<file path="src/rtl/bcd_serial_adder_if.sv">
// Start/Done handshake bundle for the digit-serial BCD adder/subtractor.
// Operands and result are packed BCD, DIGITS digits wide.
interface bcd_serial_adder_if #(
  parameter int DIGITS = 4
);
  localparam int W = 4 * DIGITS;

  logic         Start;
  logic         Sub;
  logic         Carry_In;
  logic [W-1:0] A;
  logic [W-1:0] B;
  logic         Busy;
  logic         Done;
  logic [W-1:0] S;
  logic         Carry_Out;
  logic         Invalid;

  modport master (
    output Start, Sub, Carry_In, A, B,
    input  Busy, Done, S, Carry_Out, Invalid
  );

  modport slave (
    input  Start, Sub, Carry_In, A, B,
    output Busy, Done, S, Carry_Out, Invalid
  );
endinterface

</file>
<file path="src/rtl/bcd_serial_adder.sv">
// Digit-serial packed-BCD adder/subtractor, one digit per clock, LSD first.
// Optional input digit check: define BCD_SERIAL_INVALID_CHECK_EN.
module bcd_serial_adder #(
  parameter int DIGITS = 4
) (
  input logic              Clk,
  input logic              Rst,
  bcd_serial_adder_if.slave io
);
  localparam int W  = 4 * DIGITS;
  localparam int IW = (DIGITS > 1) ? $clog2(DIGITS) : 1;

  typedef enum logic [1:0] {
    IDLE,
    RUN,
    DONE
  } state_t;

  state_t state, nxt;

  logic [W-1:0]  a_sh, b_sh, s_r, s_nx;
  logic [IW-1:0] idx;
  logic          carry, sub_r, co_r;
  logic [3:0]    a_d, b_d, b_c, dig;
  logic [4:0]    z;
  logic          c_nx, last, load;

  always_comb begin
    a_d  = a_sh[3:0];
    b_d  = b_sh[3:0];
    b_c  = sub_r ? (4'd9 - b_d) : b_d;
    z    = {1'b0, a_d} + {1'b0, b_c} + {4'b0, carry};
    c_nx = (z > 5'd9);
    dig  = c_nx ? (z[3:0] + 4'd6) : z[3:0];
    last = (idx == IW'(DIGITS - 1));
    load = io.Start && (state != RUN);
  end

  // New digit enters at the top; after DIGITS steps digit 0 is at [3:0].
  generate
    if (DIGITS == 1) begin : g_one
      assign s_nx = dig;
    end else begin : g_many
      assign s_nx = {dig, s_r[W-1:4]};
    end
  endgenerate

  always_ff @(posedge Clk or posedge Rst) begin
    if (Rst) state <= IDLE;
    else     state <= nxt;
  end

  always_comb begin
    nxt = state;
    unique case (state)
      IDLE:    if (io.Start) nxt = RUN;
      RUN:     if (last) nxt = DONE;
      DONE:    nxt = io.Start ? RUN : IDLE;
      default: nxt = IDLE;
    endcase
  end

  always_ff @(posedge Clk or posedge Rst) begin
    if (Rst) begin
      a_sh  <= '0;
      b_sh  <= '0;
      s_r   <= '0;
      idx   <= '0;
      carry <= 1'b0;
      sub_r <= 1'b0;
      co_r  <= 1'b0;
    end else if (load) begin
      a_sh  <= io.A;
      b_sh  <= io.B;
      s_r   <= '0;
      idx   <= '0;
      carry <= io.Carry_In;
      sub_r <= io.Sub;
      co_r  <= 1'b0;
    end else if (state == RUN) begin
      a_sh  <= a_sh >> 4;
      b_sh  <= b_sh >> 4;
      s_r   <= s_nx;
      idx   <= idx + 1'b1;
      carry <= c_nx;
      if (last) co_r <= c_nx;
    end
  end

`ifdef BCD_SERIAL_INVALID_CHECK_EN
  logic inv_r;

  // Raw operand digits are checked, never the complemented one.
  always_ff @(posedge Clk or posedge Rst) begin
    if (Rst)
      inv_r <= 1'b0;
    else if (load)
      inv_r <= 1'b0;
    else if (state == RUN)
      inv_r <= inv_r | (a_d > 4'd9) | (b_d > 4'd9);
  end

  assign io.Invalid = inv_r;
`else
  assign io.Invalid = 1'b0;
`endif

  assign io.Busy      = (state == RUN);
  assign io.Done      = (state == DONE);
  assign io.S         = s_r;
  assign io.Carry_Out = co_r;
endmodule
</file>
<file path="src/flat_wrapper.sv">
// flat-port wrapper written by rule: the top's interface ports become plain ports
module bcd_serial_adder_flat 
#(
  parameter int DIGITS = 4
)
  (Clk, Rst, io_Start, io_Sub, io_Carry_In, io_A, io_B, io_Busy, io_Done, io_S, io_Carry_Out, io_Invalid);
  bcd_serial_adder_if #(.DIGITS(DIGITS)) io_i ();
  input logic Clk;
  input logic Rst;
  input wire logic [$bits(io_i.Start)-1:0] io_Start;
  input wire logic [$bits(io_i.Sub)-1:0] io_Sub;
  input wire logic [$bits(io_i.Carry_In)-1:0] io_Carry_In;
  input wire logic [$bits(io_i.A)-1:0] io_A;
  input wire logic [$bits(io_i.B)-1:0] io_B;
  output wire logic [$bits(io_i.Busy)-1:0] io_Busy;
  output wire logic [$bits(io_i.Done)-1:0] io_Done;
  output wire logic [$bits(io_i.S)-1:0] io_S;
  output wire logic [$bits(io_i.Carry_Out)-1:0] io_Carry_Out;
  output wire logic [$bits(io_i.Invalid)-1:0] io_Invalid;
  assign io_i.Start = io_Start;
  assign io_i.Sub = io_Sub;
  assign io_i.Carry_In = io_Carry_In;
  assign io_i.A = io_A;
  assign io_i.B = io_B;
  assign io_Busy = io_i.Busy;
  assign io_Done = io_i.Done;
  assign io_S = io_i.S;
  assign io_Carry_Out = io_i.Carry_Out;
  assign io_Invalid = io_i.Invalid;
  bcd_serial_adder #(.DIGITS(DIGITS)) u_core (.Clk(Clk), .Rst(Rst), .io(io_i));
endmodule
</file>
<file path="config.mk">
export PLATFORM = sky130hd
export DESIGN_NAME = bcd_serial_adder_flat
export DESIGN_NICKNAME = d
export VERILOG_FILES = /design/src/rtl/bcd_serial_adder_if.sv /design/src/rtl/bcd_serial_adder.sv /design/src/flat_wrapper.sv
export SDC_FILE = /design/constraint.sdc
export NUM_CORES = 1
export LEC_CHECK = 0
export ABC_AREA = 0
export ABC_CLOCK_PERIOD_IN_PS = 5900
export CAP_MARGIN = 20
export CORE_MARGIN = 2
export CORE_UTILIZATION = 54
export DETAILED_ROUTE_END_ITERATION = 10
export HOLD_SLACK_MARGIN = 0.03
export PLACE_DENSITY_LB_ADDON = 0.1
export SLEW_MARGIN = 20
export SYNTH_ARGS = -nofsm -noshare
export SYNTH_HDL_FRONTEND = slang
export SYNTH_SLANG_ARGS = --single-unit
</file>
<file path="constraint.sdc">
create_clock -name Clk -period 5.9 [get_ports Clk]
set_input_delay 1.475 -clock Clk [delete_from_list [all_inputs] [get_ports Clk]]
set_output_delay 1.475 -clock Clk [all_outputs]
set_load 0.005 [all_outputs]
</file>
==> summary.md <==
| Metric | Value |
|---|---|
| Total inserted antenna cells | `0` |
| GRT Util Overall | `22.0%` |
| Largest family of logic cells by synthesized area | `simple AND/OR/NAND/NOR gates` |
| Maxcap violations | `0` |
| Multiplexer share of the synthesized area | `12.0%` |
| PortBufs | `55` |
| Seq/Total Area, Yosys | `51.5%` |
| Max Slew Vio Count | `0` |
| Drt drc | `0` |
| Synth Area in Adders | `4.31%` |
| Proportion of layout cells with a drive suffix above 1 | `4.97%` |
| Dominant cell type by area after synthesis | `dfrtp_1` |
| First-pass GRT wire length | `9330 um` |
| Most used flip-flop cell after synthesis | `dfrtp_1` |
| Setup CP Type | `in2reg` |
| Reg2reg path depth | `11` |
| Vias in the first global route | `2017` |
| Synth area leaders | `dfrtp_1 (52%), mux2i_1 (12%), nand2_1 (8.4%), o21ai_0 (7.9%), ha_1 (2.8%)` |
| Hold Path Class | `reg2reg` |
| Netlist Area Pre-Place | `0.00267 mm^2` |
| CTS tree | `built` |
| RSZ-0062 raised after global routing | `no` |
| Reg2reg setup slack | `3.26 ns` |
| Clock buffer count from CTS | `5` |
| Synth Area per Inst | `9.74 um^2` |
| Final Cycle Share | `56.4%` |
| Deepest clock path buffer count | `2` |
| Ys Warns | `0` |
| Core Area | `0.00475 mm^2` |
| WHS | `0.488 ns` |
| Crit start category | `input port` |
| Final worst path period need | `3.33 ns` |
| Register Area | `0.00138 mm^2` |
| Vias per inst | `5.29` |
| Post-CTS Setup Inserts | `0` |
| Worst Path Arrival | `3.51 ns` |
| Netlist cell types | `37` |
| Layout Nets | `366` |
| H-Tree Level Count | `2` |
| Worst vdd ir | `0.521 mV` |
| HP Start | `u_core.a_sh[15]` |
| Grt total ovfl | `0` |
| Initial antenna violation count | `0` |
| Number of flops mapped to enable cells by yosys | `0` |
| Synthesized Nets | `319` |
| Fin. Hold Viols | `0` |
| Slew @ Worst Pin | `1.04 ns` |
| Placed cell area | `0.00323 mm^2` |
| Post-layout util | `70.2%` |
| Asr flop ratio synth | `100%` |
| Compound-Gate Fraction of Synth Area | `12.2%` |
| Post-DP HPWL | `3600 um` |
| DR WL/cell | `14.0 um` |
| First-pass DRT Iterations | `4` |
| Multi-input gate area | `0.00117 mm^2` |
| Worst reg2reg path startpoint | `u_core.sub_r` |
| DRT Wirelength | `5460 um` |
| Clk_skew | `0.00502 ns` |
| Post-route ant nets | `0` |
| Post-synthesis xor/xnor area fraction | `0.984%` |
| Hold-critical path depth | `2` |
| Skew-Pair Late Insertion Delay | `0.30 ns` |
| Root buf cell | `clkbuf_8` |
| Dpl cells | `381` |
| # hold bufs at CTS | `0` |
| IO Pins | `57` |
| CP endpoint kind | `register` |
| Setup_tns | `0 ns` |
| Slew Limit Headroom | `30.8%` |
| Largest net degree at the start of global routing | `91` |
| Filler Cell Count | `392` |
| Syn Inst Count | `274` |
| Initial core utilization | `56.2%` |
| Die width | `74.3 um` |
| GPL Wtd Cong | `0.758` |
| PwrDens | `535 mW/mm^2` |
| Run status | `finished clean` |
| Synth Area in Simple Gates | `14.3%` |
| Vias post-DR | `2057` |
| CTS resizes | `0` |
| Capturing point of the worst reg2reg path | `u_core.io.S[13]` |
| 1st-iter DRT viols | `155` |
| Pleak | `1.54 nW` |
| Num rows | `25` |
| Yosys reg bits | `55` |
| CP max FO | `37` |
| Clock slew at reported path FFs | `0.10 ns` |
| Post-synth top area share | `51.5%` |
| CTS Sinks | `55` |
| Hold Path End | `u_core.a_sh[11]` |
| Setup violators final | `0` |
| Final instance area | `0.00334 mm^2` |
| Area delta synth->final | `25.0%` |
| Die area | `0.00552 mm^2` |
| Die H | `74.3 um` |
| Fmax | `0.301 GHz` |
| Worst Path Required | `6.09 ns` |
| Cell Count, Final, Fillers Out | `389` |
## logic make-up after synthesis
family	count (synthesis)
buf+inv	27
other cells	1
mux	32
simple gates	91
xor+xnor	3
fa+ha+maj	8
compound gates	57
flops	55
## flip-flops by register name (all words and copies together), names as in the netlist
signal	cells
u_core.state	2
u_core.sub_r	1
u_core.b_sh	16
u_core.io.S	16
u_core.carry	1
u_core.idx	2
u_core.a_sh	16
u_core.io.Carry_Out	1
## worst max-delay path by stage
stage	cells after the start	slack, ns	from	end
detailed placement	5	2.23	io_Start	u_core.io.S[13]
CTS	5	2.55	io_Start	u_core.io.S[13]
floorplan	1	3.08	Rst	u_core.a_sh[0]
global placement	5	2.28	io_Start	u_core.io.S[13]
global route	5	2.41	io_Start	u_core.io.S[13]
finish	5	2.57	io_Start	u_core.io.S[13]
## synth_stat cells, types with 3 or more instances
library cell and number:
a21oi_1 3, buf_2 5, clkbuf_1 10, dfrtp_1 55
ha_1 6, inv_1 8, mux2i_1 32, nand2_1 60
nand3_1 8, nand4_1 3, nor2_1 12, o21ai_0 42
## cell type report
| cell class | instances | share of cell area [%] |
|---|---|---|
| Clock buffer | 7 | 2.89 |
| Clock inverter | 1 | 0.225 |
| Inverter | 10 | 1.12 |
| Multi-Input combinational cell | 192 | 35.2 |
| Sequential cell | 55 | 41.2 |
| Tap cell | 67 | 2.51 |
| Timing Repair Buffer | 57 | 16.8 |
## cells in the final DEF, fill, tap and decap left out, drive strengths merged, types with 2 or more instances in the layout
master	netlist	layout
nand2	60	60
dfrtp	55	55
clkdlybuf4s50	0	54
o21ai	43	43
mux2i	32	32
nor2	12	12
inv	8	9
nand3	8	8
clkbuf	10	7
ha	6	6
a21oi	3	3
nand4	3	3
buf	7	3
a21o	2	2
and2	2	2
xnor2	2	2
fa	2	2
## stage by stage
stage	setup slack, ns	power [mW]
after floorplan	3.08	1.29
after global placement	2.28	1.53
after detailed placement	2.23	1.56
after CTS	2.55	1.80
after global routing	2.41	1.95
final	2.57	1.78
## metal layers
metal  up-vias  wire (um)  global-route usage, %  part of all wire [%]
li1       1026          -                      -                     -
met1       982       2610                   32.5                    48
met2        45       2570                   33.3                    47
met3         4        233                   4.74                   4.3
met4         0         48                   5.95                  0.88
met5         -          0                      0                     0
## critical path, cell delays in order
cell      delay [ns]
buf_2           0.77
clkinv_1        0.74
nand3_1         0.25
o221a_2         0.19
nand3_1         0.07
## power by group
group	leakage, nW	switching, mW	internal [mW]
registers	0.710	0.103	0.536
logic	0.780	0.513	0.406
clock network	0.0505	0.120	0.107
(Power assumes the default switching activity.)
